### src/rtl/neuron_pkg.sv
// Shared definitions for the neuron feeder.
//   feeder_state_t : FSM encoding (weight load / sample delivery)
//   NUM_WEIGHTS    : number of serial weight bits (w2 arrives first, w0 last)
//   WT_LAST_IDX    : bit index of the final serial weight bit (w0)
//   DEFAULT_DEPTH  : default sample FIFO depth
package neuron_pkg;

    typedef enum logic {
        ST_LOAD = 1'b0,
        ST_RUN  = 1'b1
    } feeder_state_t;

    localparam int         NUM_WEIGHTS   = 3;
    localparam logic [1:0] WT_LAST_IDX   = 2'd2;
    localparam int         DEFAULT_DEPTH = 4;

endpackage

### src/rtl/neuron_feeder_sample_fifo.sv
// sample_fifo: 2-bit wide, DEPTH-entry synchronous FIFO for {x1,x0} pairs.
// Ports:
//   clk, rst      clock, synchronous active-high reset (flushes the FIFO)
//   push, wdata   write request and data; ignored when full
//   pop           read request; ignored when empty
//   rdata         head entry, forced to 0 when empty
//   full, empty   occupancy flags derived from the internal entry count
module sample_fifo
    import neuron_pkg::*;
#(
    parameter int DEPTH = DEFAULT_DEPTH
) (
    input  logic       clk,
    input  logic       rst,
    input  logic       push,
    input  logic [1:0] wdata,
    input  logic       pop,
    output logic [1:0] rdata,
    output logic       full,
    output logic       empty
);

    localparam int PTR_W = $clog2(DEPTH);
    localparam int CNT_W = PTR_W + 1;
    localparam logic [PTR_W-1:0] PTR_ONE = 1;
    localparam logic [CNT_W-1:0] CNT_ONE = 1;
    localparam logic [CNT_W-1:0] CNT_FULL = CNT_W'(DEPTH);

    logic [1:0]       mem [DEPTH];
    logic [PTR_W-1:0] wr_ptr;
    logic [PTR_W-1:0] rd_ptr;
    logic [CNT_W-1:0] count;
    logic             do_push;
    logic             do_pop;

    assign full    = (count == CNT_FULL);
    assign empty   = (count == '0);
    assign do_push = push && !full;
    assign do_pop  = pop && !empty;
    assign rdata   = empty ? 2'b00 : mem[rd_ptr];

    // Storage needs no reset: the empty mux hides stale entries.
    always_ff @(posedge clk) begin
        if (do_push) begin
            mem[wr_ptr] <= wdata;
        end
    end

    // Pointers are exactly log2(DEPTH) bits wide, so they wrap on their own.
    always_ff @(posedge clk) begin
        if (rst) begin
            wr_ptr <= '0;
            rd_ptr <= '0;
            count  <= '0;
        end else begin
            if (do_push) begin
                wr_ptr <= wr_ptr + PTR_ONE;
            end
            if (do_pop) begin
                rd_ptr <= rd_ptr + PTR_ONE;
            end
            case ({do_push, do_pop})
                2'b10:   count <= count + CNT_ONE;
                2'b01:   count <= count - CNT_ONE;
                default: count <= count;
            endcase
        end
    end

endmodule

### src/rtl/neuron_feeder.sv
// neuron_feeder: loads three serial weight bits, buffers {x1,x0} sample pairs
// and hands them to the neuron over a valid/ready interface.
// Optional feature macro: FEEDER_CNT_EN adds the saturating sample_cnt output.
// Ports:
//   clk, rst                  clock, synchronous active-high reset
//   cfg_start                 discard weights and (re)start loading
//   cfg_bit, cfg_valid        serial weight bit and its qualifier (w2 first)
//   in_valid, in_x, in_ready  upstream sample handshake, in_x = {x1,x0}
//   out_valid, out_ready      downstream handshake
//   x0, x1                    FIFO head pair
//   w0, w1, w2, wt_loaded     registered weights and load-complete flag
//   sample_cnt                pairs delivered, saturating (FEEDER_CNT_EN only)
//
// state   | meaning
// ST_LOAD | shifting in weight bits; sample handshakes closed
// ST_RUN  | weights stable; FIFO accepts and delivers pairs
module neuron_feeder
    import neuron_pkg::*;
#(
    parameter int DEPTH = DEFAULT_DEPTH
`ifdef FEEDER_CNT_EN
    ,
    parameter int CNT_W = 8
`endif
) (
    input  logic             clk,
    input  logic             rst,
    input  logic             cfg_start,
    input  logic             cfg_bit,
    input  logic             cfg_valid,
    input  logic             in_valid,
    input  logic [1:0]       in_x,
    output logic             in_ready,
    output logic             out_valid,
    input  logic             out_ready,
    output logic             x0,
    output logic             x1,
    output logic             w0,
    output logic             w1,
    output logic             w2,
    output logic             wt_loaded
`ifdef FEEDER_CNT_EN
    ,
    output logic [CNT_W-1:0] sample_cnt
`endif
);

    feeder_state_t          state;
    logic [1:0]             bit_idx;
    logic [NUM_WEIGHTS-1:0] weights;
    logic                   fifo_full;
    logic                   fifo_empty;
    logic [1:0]             head;
    logic                   push;
    logic                   pop;

    // FIFO contents survive a trip back to ST_LOAD but stay hidden until ST_RUN.
    assign in_ready  = (state == ST_RUN) && !fifo_full;
    assign out_valid = (state == ST_RUN) && !fifo_empty;
    assign push      = in_valid && in_ready;
    assign pop       = out_valid && out_ready;
    assign x0        = head[0];
    assign x1        = head[1];
    assign w2        = weights[2];
    assign w1        = weights[1];
    assign w0        = weights[0];

    sample_fifo #(
        .DEPTH(DEPTH)
    ) u_fifo (
        .clk   (clk),
        .rst   (rst),
        .push  (push),
        .wdata (in_x),
        .pop   (pop),
        .rdata (head),
        .full  (fifo_full),
        .empty (fifo_empty)
    );

    // Weights shift left, so the first bit received ends up in w2.
    always_ff @(posedge clk) begin
        if (rst) begin
            state     <= ST_LOAD;
            bit_idx   <= 2'd0;
            weights   <= '0;
            wt_loaded <= 1'b0;
        end else begin
            case (state)
                ST_LOAD: begin
                    if (cfg_start) begin
                        bit_idx <= 2'd0;
                        weights <= '0;
                    end else if (cfg_valid) begin
                        weights <= {weights[NUM_WEIGHTS-2:0], cfg_bit};
                        if (bit_idx == WT_LAST_IDX) begin
                            state     <= ST_RUN;
                            bit_idx   <= 2'd0;
                            wt_loaded <= 1'b1;
                        end else begin
                            bit_idx <= bit_idx + 2'd1;
                        end
                    end
                end
                ST_RUN: begin
                    if (cfg_start) begin
                        state     <= ST_LOAD;
                        bit_idx   <= 2'd0;
                        weights   <= '0;
                        wt_loaded <= 1'b0;
                    end
                end
                default: begin
                    state <= ST_LOAD;
                end
            endcase
        end
    end

`ifdef FEEDER_CNT_EN
    // Only rst clears the count; reloading weights keeps the history.
    always_ff @(posedge clk) begin
        if (rst) begin
            sample_cnt <= '0;
        end else if (pop && (sample_cnt != '1)) begin
            sample_cnt <= sample_cnt + CNT_W'(1);
        end
    end
`endif

endmodule

### config.mk
export PLATFORM = sky130hd
export DESIGN_NAME = neuron_feeder
export DESIGN_NICKNAME = d
export VERILOG_FILES = /design/src/rtl/neuron_pkg.sv /design/src/rtl/neuron_feeder_sample_fifo.sv /design/src/rtl/neuron_feeder.sv
export SDC_FILE = /design/constraint.sdc
export NUM_CORES = 1
export LEC_CHECK = 0
export CAP_MARGIN = 0
export CORE_AREA = 3 3 51 53
export CTS_BUF_LIST = sky130_fd_sc_hd__clkbuf_8
export DETAILED_ROUTE_END_ITERATION = 16
export DIE_AREA = 0 0 54 56
export PLACE_DENSITY = 0.84
export SLEW_MARGIN = 20
export SYNTH_ARGS = -nofsm -noshare
export SYNTH_HDL_FRONTEND = slang
export SYNTH_HIERARCHICAL = 1
export SYNTH_SLANG_ARGS = --single-unit
### constraint.sdc
create_clock -name clk -period 3.1 [get_ports clk]
set_clock_uncertainty 0.05 [all_clocks]
set_input_delay 0.62 -clock clk [delete_from_list [all_inputs] [get_ports clk]]
set_output_delay 0.62 -clock clk [all_outputs]
set_load 0.02 [all_outputs]
# Word-level counts from Yosys, hierarchy flattened

Memories as Yosys holds them, arrays and structs flattened. A register that Yosys moved wholly into a read port is not among the register bits.
Cells that the tools add are included.

Flip-flop bits (word level): 14
RAM bits: 8
Bits of input ports: 9
Output and inout port bits: 8
Word-level logic and storage cells: 60
Memories kept: 1

$add $sub $neg: 5
Eq/ne operators: 9
Multiplexer cells: 25
Bitwise operators: 1
Reduce and logical (&&, ||, !) cells: 12

Memory list:

| memory     | words | bits a word | rd ports | clocked after Yosys merged registers in | write ports | RTL line                        | RTL |
|---|---|---|---|---|---|---|---|
| u_fifo.mem | 4     | 2           | 1        | 1                                       | 1           | neuron_feeder_sample_fifo.sv:29 | `logic [1:0] mem [DEPTH];` |

Operators by type and width:

| cell                                             | count |
|---|---|
| two-way mux 2 bit                                | 7 |
| one-hot mux 3 bit (2 select lines)               | 2 |
| two-way mux 1 bit                                | 10 |
| two-way mux 3 bit                                | 3 |
| != test 2 bit, second input constant             | 4 |
| adder 2 x 1 -> 2 bit, second input constant      | 3 |
| logical AND 1 bit                                | 6 |
| == test 2 bit, second input constant             | 2 |
| one-hot mux 1 bit (2 select lines)               | 2 |
| one-hot mux 2 bit (2 select lines)               | 1 |
| AND reduction 4 bit                              | 1 |
| adder 3 x 1 -> 3 bit, second input constant      | 1 |
| == test 3 bit, second input constant             | 1 |
| zero test 3 bit                                  | 1 |
| != test 3 bit, second input constant             | 1 |
| subtractor 3 x 1 -> 3 bit, second input constant | 1 |
| == test 2 x 1 -> 1 bit, second input constant    | 1 |
| zero test 1 bit                                  | 2 |
| AND reduction 2 bit                              | 1 |
| nonzero test 2 bit                               | 1 |
| inverter 1 bit                                   | 1 |

# Depth between registers and ports, before layout

Gate-level depths: netlist of run 1.

Depth after elaboration: 7
Depth in mapped cells: 12
Mapped depth without buffers: 12

# By module

The synthesis of run 1 kept the hierarchy.

By module, submodules not included:

| module        | times used | cells an instance | area an instance (um2) | seq. area each (um2) |
|---|---|---|---|---|
| sample_fifo   | 1          | 66                | 788.3                  | 420.4 |
| neuron_feeder | 1          | 37                | 304.0                  | 140.1 |

# Worst setup path before layout of run 1

Ideal clock, no wire load.

Kind: reg2reg
From: register u_fifo.count[0]
To: register u_fifo.count[2]
Library setup time: 0.070 ns
Arrival: 2.331 ns
Required time: 2.980 ns
Setup slack: 0.649 ns
Stages on the path, launching flop included: 12
Path buffers: 0
Period minus slack after synthesis: 2.451 ns
Path through: dfxtp_1 nor3_2 nor2b_1 and2_1 o31ai_2 inv_1 ha_1 inv_1 fa_1 xor2_1 or3_1 a21oi_1

Longest elaborated chain between the ends: 7
Elaborated cells between the ends (all ways): 16
Classes of those cells: add/sub (2); eq/ne (3); mux (1); reduce/logical (10)

RTL lines:

| what                                                                            | RTL line                        | RTL |
|---|---|---|
| start, declared                                                                 | neuron_feeder_sample_fifo.sv:32 | `logic [CNT_W-1:0] count;` |
| start signal, assigned                                                          | neuron_feeder_sample_fifo.sv:63 | `2'b10: count <= count + CNT_ONE;` |
| start signal, assigned                                                          | neuron_feeder_sample_fifo.sv:64 | `2'b01: count <= count - CNT_ONE;` |
| start signal, assigned                                                          | neuron_feeder_sample_fifo.sv:65 | `default: count <= count;` |
| zero test 3 bit *                                                               | neuron_feeder_sample_fifo.sv:37 | `assign empty = (count == '0);` |
| net fifo_empty                                                                  | neuron_feeder.sv:52             | `logic fifo_empty;` |
| zero test 1 bit *                                                               | neuron_feeder.sv:59             | `assign out_valid = (state == ST_RUN) && !fifo_empty;` |
| logical AND 1 bit *                                                             | neuron_feeder.sv:59             |  |
| net out_valid                                                                   | neuron_feeder.sv:34             | `output logic out_valid,` |
| logical AND 1 bit *                                                             | neuron_feeder.sv:61             | `assign pop = out_valid && out_ready;` |
| net pop                                                                         | neuron_feeder.sv:55             | `logic pop;` |
| logical AND 1 bit *                                                             | neuron_feeder_sample_fifo.sv:39 | `assign do_pop = pop && !empty;` |
| net u_fifo.do_pop                                                               | neuron_feeder_sample_fifo.sv:34 | `logic do_pop;` |
| == test 2 x 1 -> 1 bit / == test 2 bit (equally long branches)                  | neuron_feeder_sample_fifo.sv:62 | `case ({do_push, do_pop})` |
| one-hot mux 3 bit (2 select lines) / nonzero test 2 bit (equally long branches) | n/a                             |  |

Mark *: on every way through the listed nets, which the timed path passes. The rest lies on a longest branch.
A chain may end at the register's enable or synchronous reset.

==> results.md, run 1 <==
- Status: finished, final reports clean
- Worst Max-Slew Pin Slew: 0.358 ns
- All-layer global routing usage: 0.137
- Initial antenna violation count: 0
- First-pass GRT wire length: 3.05 mm
- Row count: 17
- Port bufs: 16
- Power Dens Cells: 398 nW/um2
- Pre-CTS setup slack: 0.336 ns
- Final GP Congestion: 0.711
- Sequential cell area: 561 um2
- Antenna cells: 0
- Die height: 56 um
- Final min period: 2.57 ns
- DRC: 0
- Final period utilization: 0.830
- Clk Latency, worst-skew pair: 0.25 ns
- Crit-path max FO: 2
- CTS Buffer Depth: 2
- Final WL: 1.85 mm
- Final worst slack: 0.526 ns
- Post-Syn Nets: 118
- Synth Register Bits: 24
- Final Util: 0.605
- Final-stage net count: 137
- Clock Power Share: 0.334
- Drt pass-1 iters: 3
- TritonCTS buffer count: 3
- Setup TNS: 0 ns
- Predominant post-synthesis flop cell: dfxtp_1
- Max_cap viols: 0
- Filler cells: 190
- Footprint of the multi-input gates: 494 um2
- Setup violations, final: 0
- Synth warn: 6
- Clock root buffer: clkbuf_8
- Worst setup path class: reg -> out
- Slew Viols, Final: 0
- Core ar.: 2190 um2
- CTS hold repair buffers: 0
- Initial DRC Count: 7
- Number of global-route vias before repair: 760
- Layout area overhead: 21.3%
- Hold Crit Class: reg -> reg
- Leakage: 0.459 nW
- Top cells by area, synth: dfxtp_1 29%, edfxtp_1 22%, ha_1 5.7%, mux4_2 4.1%, a21oi_1 3.7%
- DR vias: 747
- Area leader, netlist: dfxtp_1
- Reg power frac: 0.619
- Int Pwr: 0.000427 W
- Post-CTS sizing: 0
- Final Hold Vio Count: 0
- Peak Freq: 389 MHz
- DP HPWL: 1.48 mm
- Grt ovf: 0
- Synthesized area per cell: 10.6 um2
- Number of synthesized flops with an enable pin: 8
- Initial Util: 0.499
- Post-synthesis sequential area ratio: 0.513
- Mapped cell area: 1090 um2
- Die width: 54 um
- P_sw: 0.000100 W
- Arrival time of the worst setup path: 1.90 ns
- Synth unique cells: 29
- # clock sinks: 24
- Asr flop ratio synth: 0
- Peak supply drop: 0.367 mV
- H-tree level count: 1
- Worst-path clk slew: 0.08 ns
- Sw frac: 0.190
- Largest net degree at the start of global routing: 14
- CP startpoint kind: flop
- Logic gate share of total power: 0.046
- Post-CTS setup buffers: 0
- RSZ-0062 raised after global routing: no
- Layout cells sized above 1: 0.107
- WL/cell: 12.4 um
- Post-DRT Antenna Nets: 0
- Post-synth top area share: 0.293
- Die Area: 3020 um2
- Via/cell ratio: 5.01
- CTS tree: yes
- Rel. slew slack: 0.760
- Crit end category: primary output
- Most frequent cell after synthesis: dfxtp_1
- I/O Pins: 17
- Mapped Cells: 103
- Req. time, crit path: 2.43 ns
- Commonest cells in the netlist: 16 x dfxtp_1, 10 x nand2_1, 10 x nor2_1
state kept, by name, indices dropped and copies added (netlist names), named ones only:
register,flops
u_fifo/wr_ptr,2
state,1
u_fifo/rd_ptr,2
u_fifo/count,3
u_fifo/mem,8
weights,3
wt_loaded,1
bit_idx,2
per-stage QoR:
step | total power (W) | instance area (um2) | instances | hold WS, ns
4_1_cts | 0.000532 | 1330 | 149 | 0.415
3_5_place_dp | 0.000359 | 1280 | 145 | 0.400
2_1_floorplan | 0.000344 | 1090 | 103 | 0.398
5_1_grt | 0.000548 | 1330 | 149 | 0.432
3_3_place_gp | 0.000358 | 1280 | 145 | 0.397
6_report | 0.000528 | 1330 | 149 | 0.413
worst paths after layout:
kind,slack (ns),cells after the start,to,from
max reg2reg,0.58,12,u_fifo/count[2],u_fifo/count[2]
min,0.41,2,weights[2],weights[2]
max,0.53,3,x1,flop
min reg2reg,0.41,2,weights[2],weights[2]
cell type report:
class                      instances  share of cell area
tap                               28              0.0264
clock buffer                       3              0.0312
sequential                        24               0.423
inverter                           8              0.0227
clock inverter                     1             0.00283
timing repair buffer              16               0.121
multi-input combinational         69               0.373
cell usage in the layout, fill, tap and decap left out, drive strengths merged, types with 2 or more instances in the layout:
| master | count |
|---|---|
| xor2 | 3 |
| nand2b | 3 |
| and2b | 3 |
| inv | 8 |
| ha | 5 |
| nor2b | 2 |
| clkbuf | 3 |
| and2 | 6 |
| dfxtp | 16 |
| nor2 | 10 |
| or3 | 4 |
| mux4 | 2 |
| o21ai | 3 |
| a21oi | 9 |
| nand2 | 10 |
| clkdlybuf4s50 | 16 |
| edfxtp | 8 |
metal layers:
layer	global-route usage	routed length [um]	vias to the layer above
li1	-	-	380
met1	0.153	744	352
met2	0.242	1030	15
met3	0.0188	71	0
met4	0.0641	0	0
met5	0	0	-
logic make-up after synthesis:
family,after synthesis,synth area share
AO/OA/AOI/OAI,14,0.0767
XOR/XNOR,3,0.0241
adder cells (fa/ha/maj),6,0.0756
buffers and inverters,10,0.0344
flip-flops,24,0.513
multiplexers,3,0.0504
AND/OR/NAND/NOR,43,0.226
worst max-delay path, cell delays in order, from the launching register on:
cell,delay [ns]
dfxtp_1,0.40
mux4_2,0.52
and2b_2,0.20
clkdlybuf4s50_1,0.53
power groups by stage:
stage	logic [W]	registers (W)	clock network [W]
2_1_floorplan	0.00000919	0.000335	0
3_3_place_gp	0.0000236	0.000334	0
3_5_place_dp	0.0000248	0.000334	0
4_1_cts	0.0000248	0.000327	0.000181
5_1_grt	0.0000266	0.000327	0.000194
6_report	0.0000245	0.000327	0.000176
Power figures use the tool's default switching activity.
==> run 2, diff against run 1 <==
- clock period: 3.1 -> 2.5 ns (I/O delays scaled with it)
==> run 2 against run 1 <==
Compared with the run above: routed wire length grew 4.0%; hold slack gained 0.0067 ns; first-iteration DRC count grew 14%; critical path type is now reg -> reg; critical endpoint is now u_fifo/count[2]; largest power group unchanged.
==> results.md, run 2 (synthesis results as in run 1) <==
- Status: finished, final reports clean
- H-tree level count: 1 (unchanged)
- Detail Route met3 WL: 81 um (+14%)
- Port bufs: 16 (unchanged)
- Die height: 56 um (unchanged)
- Slew Viols, Final: 0 (unchanged)
- DP HPWL: 1.48 mm (-0.27%)
- CTS Buffer Depth: 2 (unchanged)
- Largest net degree at the start of global routing: 15 (+1)
- WL/cell: 12.5 um (+1.3%)
- Grt ovf: 0 (unchanged)
- HP Start: weights[2]
- Most frequent cells in the layout: 14 x clkdlybuf4s50_1, 13 x dfxtp_1, 10 x nand2_1, 10 x nor2_1
- DR vias: 768 (+2.8%)
- Max FFs per register: 8 (unchanged)
- Cell repeated most along the worst path: inv_1
- Worst setup path class: reg -> reg
- Peak Freq: 425 MHz
- Crit-path max FO: 5 (+3)
- Setup TNS: 0 ns (unchanged)
- DR WL met2: 1.06 mm (+2.8%)
- Worst-path clk slew: 0.08 ns (about the same)
- Final Hold Vio Count: 0 (unchanged)
- CP top delay family: simple AND/OR/NAND/NOR gates
- Filler cells: 185 (-2.6%)
- Met1 wire length: 779 um (+4.7%)
- Setup violations, final: 0 (unchanged)
- Final worst slack: 0.148 ns (-0.379 ns)
- Clock root buffer: clkbuf_8
- # clock sinks: 24 (unchanged)
- Layout cells sized above 1: 0.168 (+0.0606)
- CTS hold repair buffers: 0 (unchanged)
- Die width: 54 um (unchanged)
- RSZ-0062 raised after global routing: no
- Arrival time of the worst setup path: 2.48 ns (+0.58 ns)
- Most common cell after layout, fill and taps aside: clkdlybuf4s50_1
- Drt pass-1 iters: 4 (+1)
- Final GP Congestion: 0.713 (+0.28%)
- Req. time, crit path: 2.63 ns (+0.20 ns)
- Rel. slew slack: 0.753 (-0.00732)
- Final period utilization: 0.941
- Hold Crit Class: reg -> reg
- Layout area overhead: 28.1%
- Initial antenna violation count: 0 (unchanged)
- CP startpoint kind: flop
- Initial Util: 0.499 (unchanged)
- TritonCTS buffer count: 3 (unchanged)
- Critical-path cell list: nor3_2 -> nor2b_1 -> and2_1 -> o31ai_2 -> inv_1 -> ha_1 -> inv_1 -> fa_1 -> xor2_1 -> or3_1 -> a21oi_1
- CP peak stage delay: 0.41 ns (-0.12 ns)
- Core ar.: 2190 um2 (unchanged)
- Worst Max-Slew Pin Slew: 0.369 ns (+0.0109 ns)
- First-pass GRT wire length: 3.28 mm (+7.5%)
- Final-stage net count: 141 (+2.9%)
- Number of global-route vias before repair: 816 (+7.4%)
- Critical path's slowest cell: dfxtp_2
- Crit path depth: 11 (+8)
- Pre-CTS setup slack: -0.0751 ns (-0.411 ns)
- Power Dens Cells: 543 nW/um2 (+36%)
- Hold Path Depth: 2 (unchanged)
- Top flop regs: u_fifo/mem x8, u_fifo/count x3, weights x3
- Crit end category: flop
- Row count: 17 (unchanged)
- Highest routed layer: met3
- Critical path origin: u_fifo/count[0]
- R2R cell count: 11 (-1)
- Peak supply drop: 0.393 mV (+7.2%)
- Final min period: 2.35 ns
- CTS tree: yes
- Initial DRC Count: 8 (+1)
- All-layer global routing usage: 0.141 (+0.00452)
- Clk Latency, worst-skew pair: 0.25 ns (about the same)
- WP buf/inv: 2 (+1)
- Reg-to-reg startpoint: u_fifo/count[0]
- Antenna cells: 0 (unchanged)
- Biggest register: u_fifo/mem
- Die Area: 3020 um2 (unchanged)
- Post-DRT Antenna Nets: 0 (unchanged)
- Final WL: 1.92 mm (+4.0%)
- Leakage: 0.529 nW (+15%)
- Via/cell ratio: 5.02 (+0.12%)
- Max_cap viols: 0 (unchanged)
- I/O Pins: 17 (unchanged)
- DRC: 0 (unchanged)
[run 2: cell count changes in the layout (fill, tap and decap cells not counted)]
cell             before  now
clkdlybuf4s50_1      16   14
bufinv_16             0    1
clkinv_1              1    0
nor3b_4               0    1
dfxtp_2               0    2
dfxtp_4               0    1
dfxtp_1              16   13
buf_4                 0    4
dlymetal6s2s_1        0    2
nor3b_2               1    0
[run 2: repair_timing]
action                     CTS  global route
buffers inserted             0             1
resized for setup            0             7
setup endpoints to repair    0             3
[run 2: report_power, final]
group,total (W),switching [W],internal [W]
Combinational,0.0000299,0.0000130,0.0000169
Sequential,0.000404,0.00000155,0.000402
Clock,0.000326,0.000112,0.000214
Total,0.000760,0.000127,0.000633
[run 2: stage by stage]
stage          power (W)  cells  cell area, um2   util  hold slack (ns)
2_1_floorplan   0.000426    103            1090      -            0.398
3_3_place_gp    0.000443    148            1300  0.595            0.400
3_5_place_dp    0.000444    148            1300  0.595            0.411
4_1_cts         0.000769    152            1370  0.627            0.426
5_1_grt         0.000786    153            1400  0.638            0.452
6_report        0.000760    153            1400  0.638            0.420
[run 2: layout make-up]
class,count,area (um2),area share
clock buffer,3,41.3,0.0295
clock inverter,1,30.0,0.0215
inverter,8,30.0,0.0215
multi-input combinational,69,500,0.358
sequential,24,567,0.405
tap,28,35.0,0.0250
timing repair buffer,20,195,0.140
[run 2: tightest hold or removal path, delay by kind of cell (launching register included)]
family / cells / cell delay, ns
flops: 1 / 0.32
simple gates: 1 / 0.05
compound gates: 1 / 0.05
[run 2: final timing paths]
| path | endpoint | slack (ns) |
|---|---|---|
| setup / recovery | u_fifo/count[2] | 0.15 |
| hold / removal | weights[2] | 0.42 |
| setup reg to reg | u_fifo/count[2] | 0.15 |
| hold reg to reg | weights[2] | 0.42 |
[run 2: metal layers]
metal  GRT usage  vias up
li1            -      388
met3      0.0214        0
met4      0.0320        0
met2       0.266       15
met5           0        -
met1       0.157      365
==> RTL change: new RTL, flow settings as in run 1 <==
Add a define of `FEEDER_CNT_EN`.
--- a/src/rtl/neuron_feeder.sv
+++ b/src/rtl/neuron_feeder.sv
@@ -16,2 +16,4 @@
 // ST_RUN  | weights stable; FIFO accepts and delivers pairs
+`define FEEDER_CNT_EN
+
 module neuron_feeder
Behaviour (old outputs only; new: sample_cnt): unchanged (equiv_simple and equiv_induct, registers matched by name and starting in step).
==> RTL change against run 1 <==
- design area is 37% higher
- setup slack worse by 0.020 ns
- largest power group unchanged
- highest routed layer is now met4
- critical path type is now reg -> reg
- area after synthesis is 35% higher
- synthesized cell count is 42% higher
- sequential cell count is 8 higher
- power is 40% higher
- routed wire length is 49% higher
- critical path depth is 9 higher
- first-iteration DRC count is 14% higher
==> RTL change: results (changes against run 1) <==
| Metric | Value |
|---|---|
| Count of distinct cell types in the synthesized netlist | `36 (was 29)` |
| Clock input transition at the sequential cells of the worst setup and hold paths | `0.06 ns (was 0.08 ns)` |
| Arrival time reported for the critical path endpoint | `2.75 ns (was 1.90 ns)` |
| HPWL after DPL | `2.122 mm (was 1.483 mm)` |
| Fill count | `134 (was 190)` |
| Worst hold path startpoint | `wt_loaded$_SDFFE_PP0P_ (was weights[2]$_SDFFE_PP0P_)` |
| Minimum hold slack | `0.4466 ns (was 0.4132 ns)` |
| Placement-stage worst setup slack | `0.2784 ns (was 0.3359 ns)` |
| Final #Nets | `190 (was 137)` |
| Fraction of post-synthesis cell area in the top cell type by area | `0.3260 (was 0.2932)` |
| Ratio of cells with drive above 1 in the final layout | `0.1029 (was 0.1074)` |
| Largest net degree at the start of global routing | `13 (was 14)` |
| Number of buffers created by CTS | `5 (was 3)` |
| Worst-skew pair later-pin latency | `0.27 ns (was 0.25 ns)` |
| Weighted congestion reported at the end of routability-driven placement | `0.7859 (was 0.7113)` |
| Most instantiated cells after synthesis | `dfxtp_1 (24), nor2_1 (18), a21oi_1 (11) (was dfxtp_1 (16), nand2_1 (10), nor2_1 (10))` |
| Cell leakage power | `0.6658 nW (was 0.4589 nW)` |
| Biggest fanout along the worst timing path | `6 (was 2)` |
| Post-synthesis net count | `162 (was 118)` |
| CTS H-Tree Depth | `2 (was 1)` |
| Biggest registers after layout | `sample_cnt (8), u_fifo/mem (8) (was u_fifo/mem (8), u_fifo/count (3), weights (3))` |
| Worst-case register-to-register setup slack | `0.51 ns (was 0.58 ns)` |
| Switching power total | `0.1472 mW (was 0.1002 mW)` |
| Port bufs | `24 (was 16)` |
| Vias post-DR | `1118 (was 747)` |
| Top cells by area, synth | `dfxtp_1 (33%), edfxtp_1 (16%), ha_1 (5.1%) (was dfxtp_1 (29%), edfxtp_1 (22%), ha_1 (5.7%))` |
| Final cell count without fillers | `203 (was 149)` |
| Avg Synthesized Cell Area | `10.10 um2 (was 10.60 um2)` |
| Wire length of the first global-routing pass | `4.802 mm (was 3.049 mm)` |
| Number of search-and-repair iterations in the first detailed-routing pass | `4 (was 3)` |
| Worst-case hold path end point | `wt_loaded$_SDFFE_PP0P_ (was weights[2]$_SDFFE_PP0P_)` |
| Post-DP Area | `1742 um2 (was 1280 um2)` |
| Max_slew headroom | `0.6988 (was 0.7603)` |
| GRT Util Overall | `0.2161 (was 0.1365)` |
| Run status | `completed (unchanged)` |
| Drt initial violations | `8 (was 7)` |
| Number of enable-type register cells in the synthesized netlist | `8 (unchanged)` |
| Sequential element share of the synthesized area | `0.4890 (was 0.5132)` |
| Largest voltage drop on the vdd net | `391.7 uV (was 367.0 uV)` |
| Total wirelength of the detailed-routed design | `2.755 mm (was 1.846 mm)` |
## RTL change: worst max-delay path, cell delays in order, from the launching register on
cell	delay, ns
dfxtp_1	0.42
nor3b_2	0.28
nor2b_1	0.10
and2_1	0.16
inv_1	0.08
nor2_1	0.11
inv_1	0.09
ha_1	0.17
inv_1	0.06
fa_1	0.37
xor2_1	0.16
or3_1	0.31
a21oi_1	0.16
## RTL change: logic make-up (layout without fill, tap and decap cells)
logic type,Yosys count,in the layout,share of synthesized area
AO/OA/AOI/OAI,22,22,0.09083
XOR/XNOR,4,4,0.02377
adder cells (fa/ha/maj),7,7,0.06452
buffers and inverters,15,44,0.03905
flip-flops,32,32,0.4890
multiplexers,8,8,0.07131
AND/OR/NAND/NOR,58,58,0.2216
## RTL change: worst max-delay path by stage
stage	to	slack (ns)	cells after the start
2_1_floorplan	u_fifo/count[2]$_SDFFE_PP0P_	0.69	12
3_3_place_gp	u_fifo/count[2]$_SDFFE_PP0P_	0.38	11
3_5_place_dp	u_fifo/count[2]$_SDFFE_PP0P_	0.28	11
4_1_cts	u_fifo/count[2]$_SDFFE_PP0P_	0.50	12
5_1_grt	u_fifo/count[2]$_SDFFE_PP0P_	0.31	12
6_report	u_fifo/count[2]$_SDFFE_PP0P_	0.51	12
## RTL change: layout make-up
cell class / instances / area, um2 / share of cell area
sequential: 32 / 720.7 / 0.3956
multi-input combinational: 99 / 695.7 / 0.3819
timing repair buffer: 25 / 247.7 / 0.1360
clock buffer: 5 / 68.82 / 0.03777
inverter: 11 / 42.54 / 0.02335
tap: 28 / 35.03 / 0.01923
clock inverter: 3 / 11.26 / 0.006181
## RTL change: power by group through the flow
stage,registers (mW),logic [mW],clock network (mW)
after floorplan,0.440,0.0115,0
after global placement,0.439,0.0267,0
after detailed placement,0.439,0.0276,0
after CTS,0.430,0.0278,0.291
after global routing,0.430,0.0307,0.310
final,0.430,0.0277,0.282
## RTL change: per-layer routing
metal	global-route usage	part of all wire	vias to the layer above
met3	0.07507	0.046	5
met1	0.2500	0.42	529
met2	0.3651	0.52	23
li1	-	-	561
met5	0	0	-
met4	0.06406	0.013	0
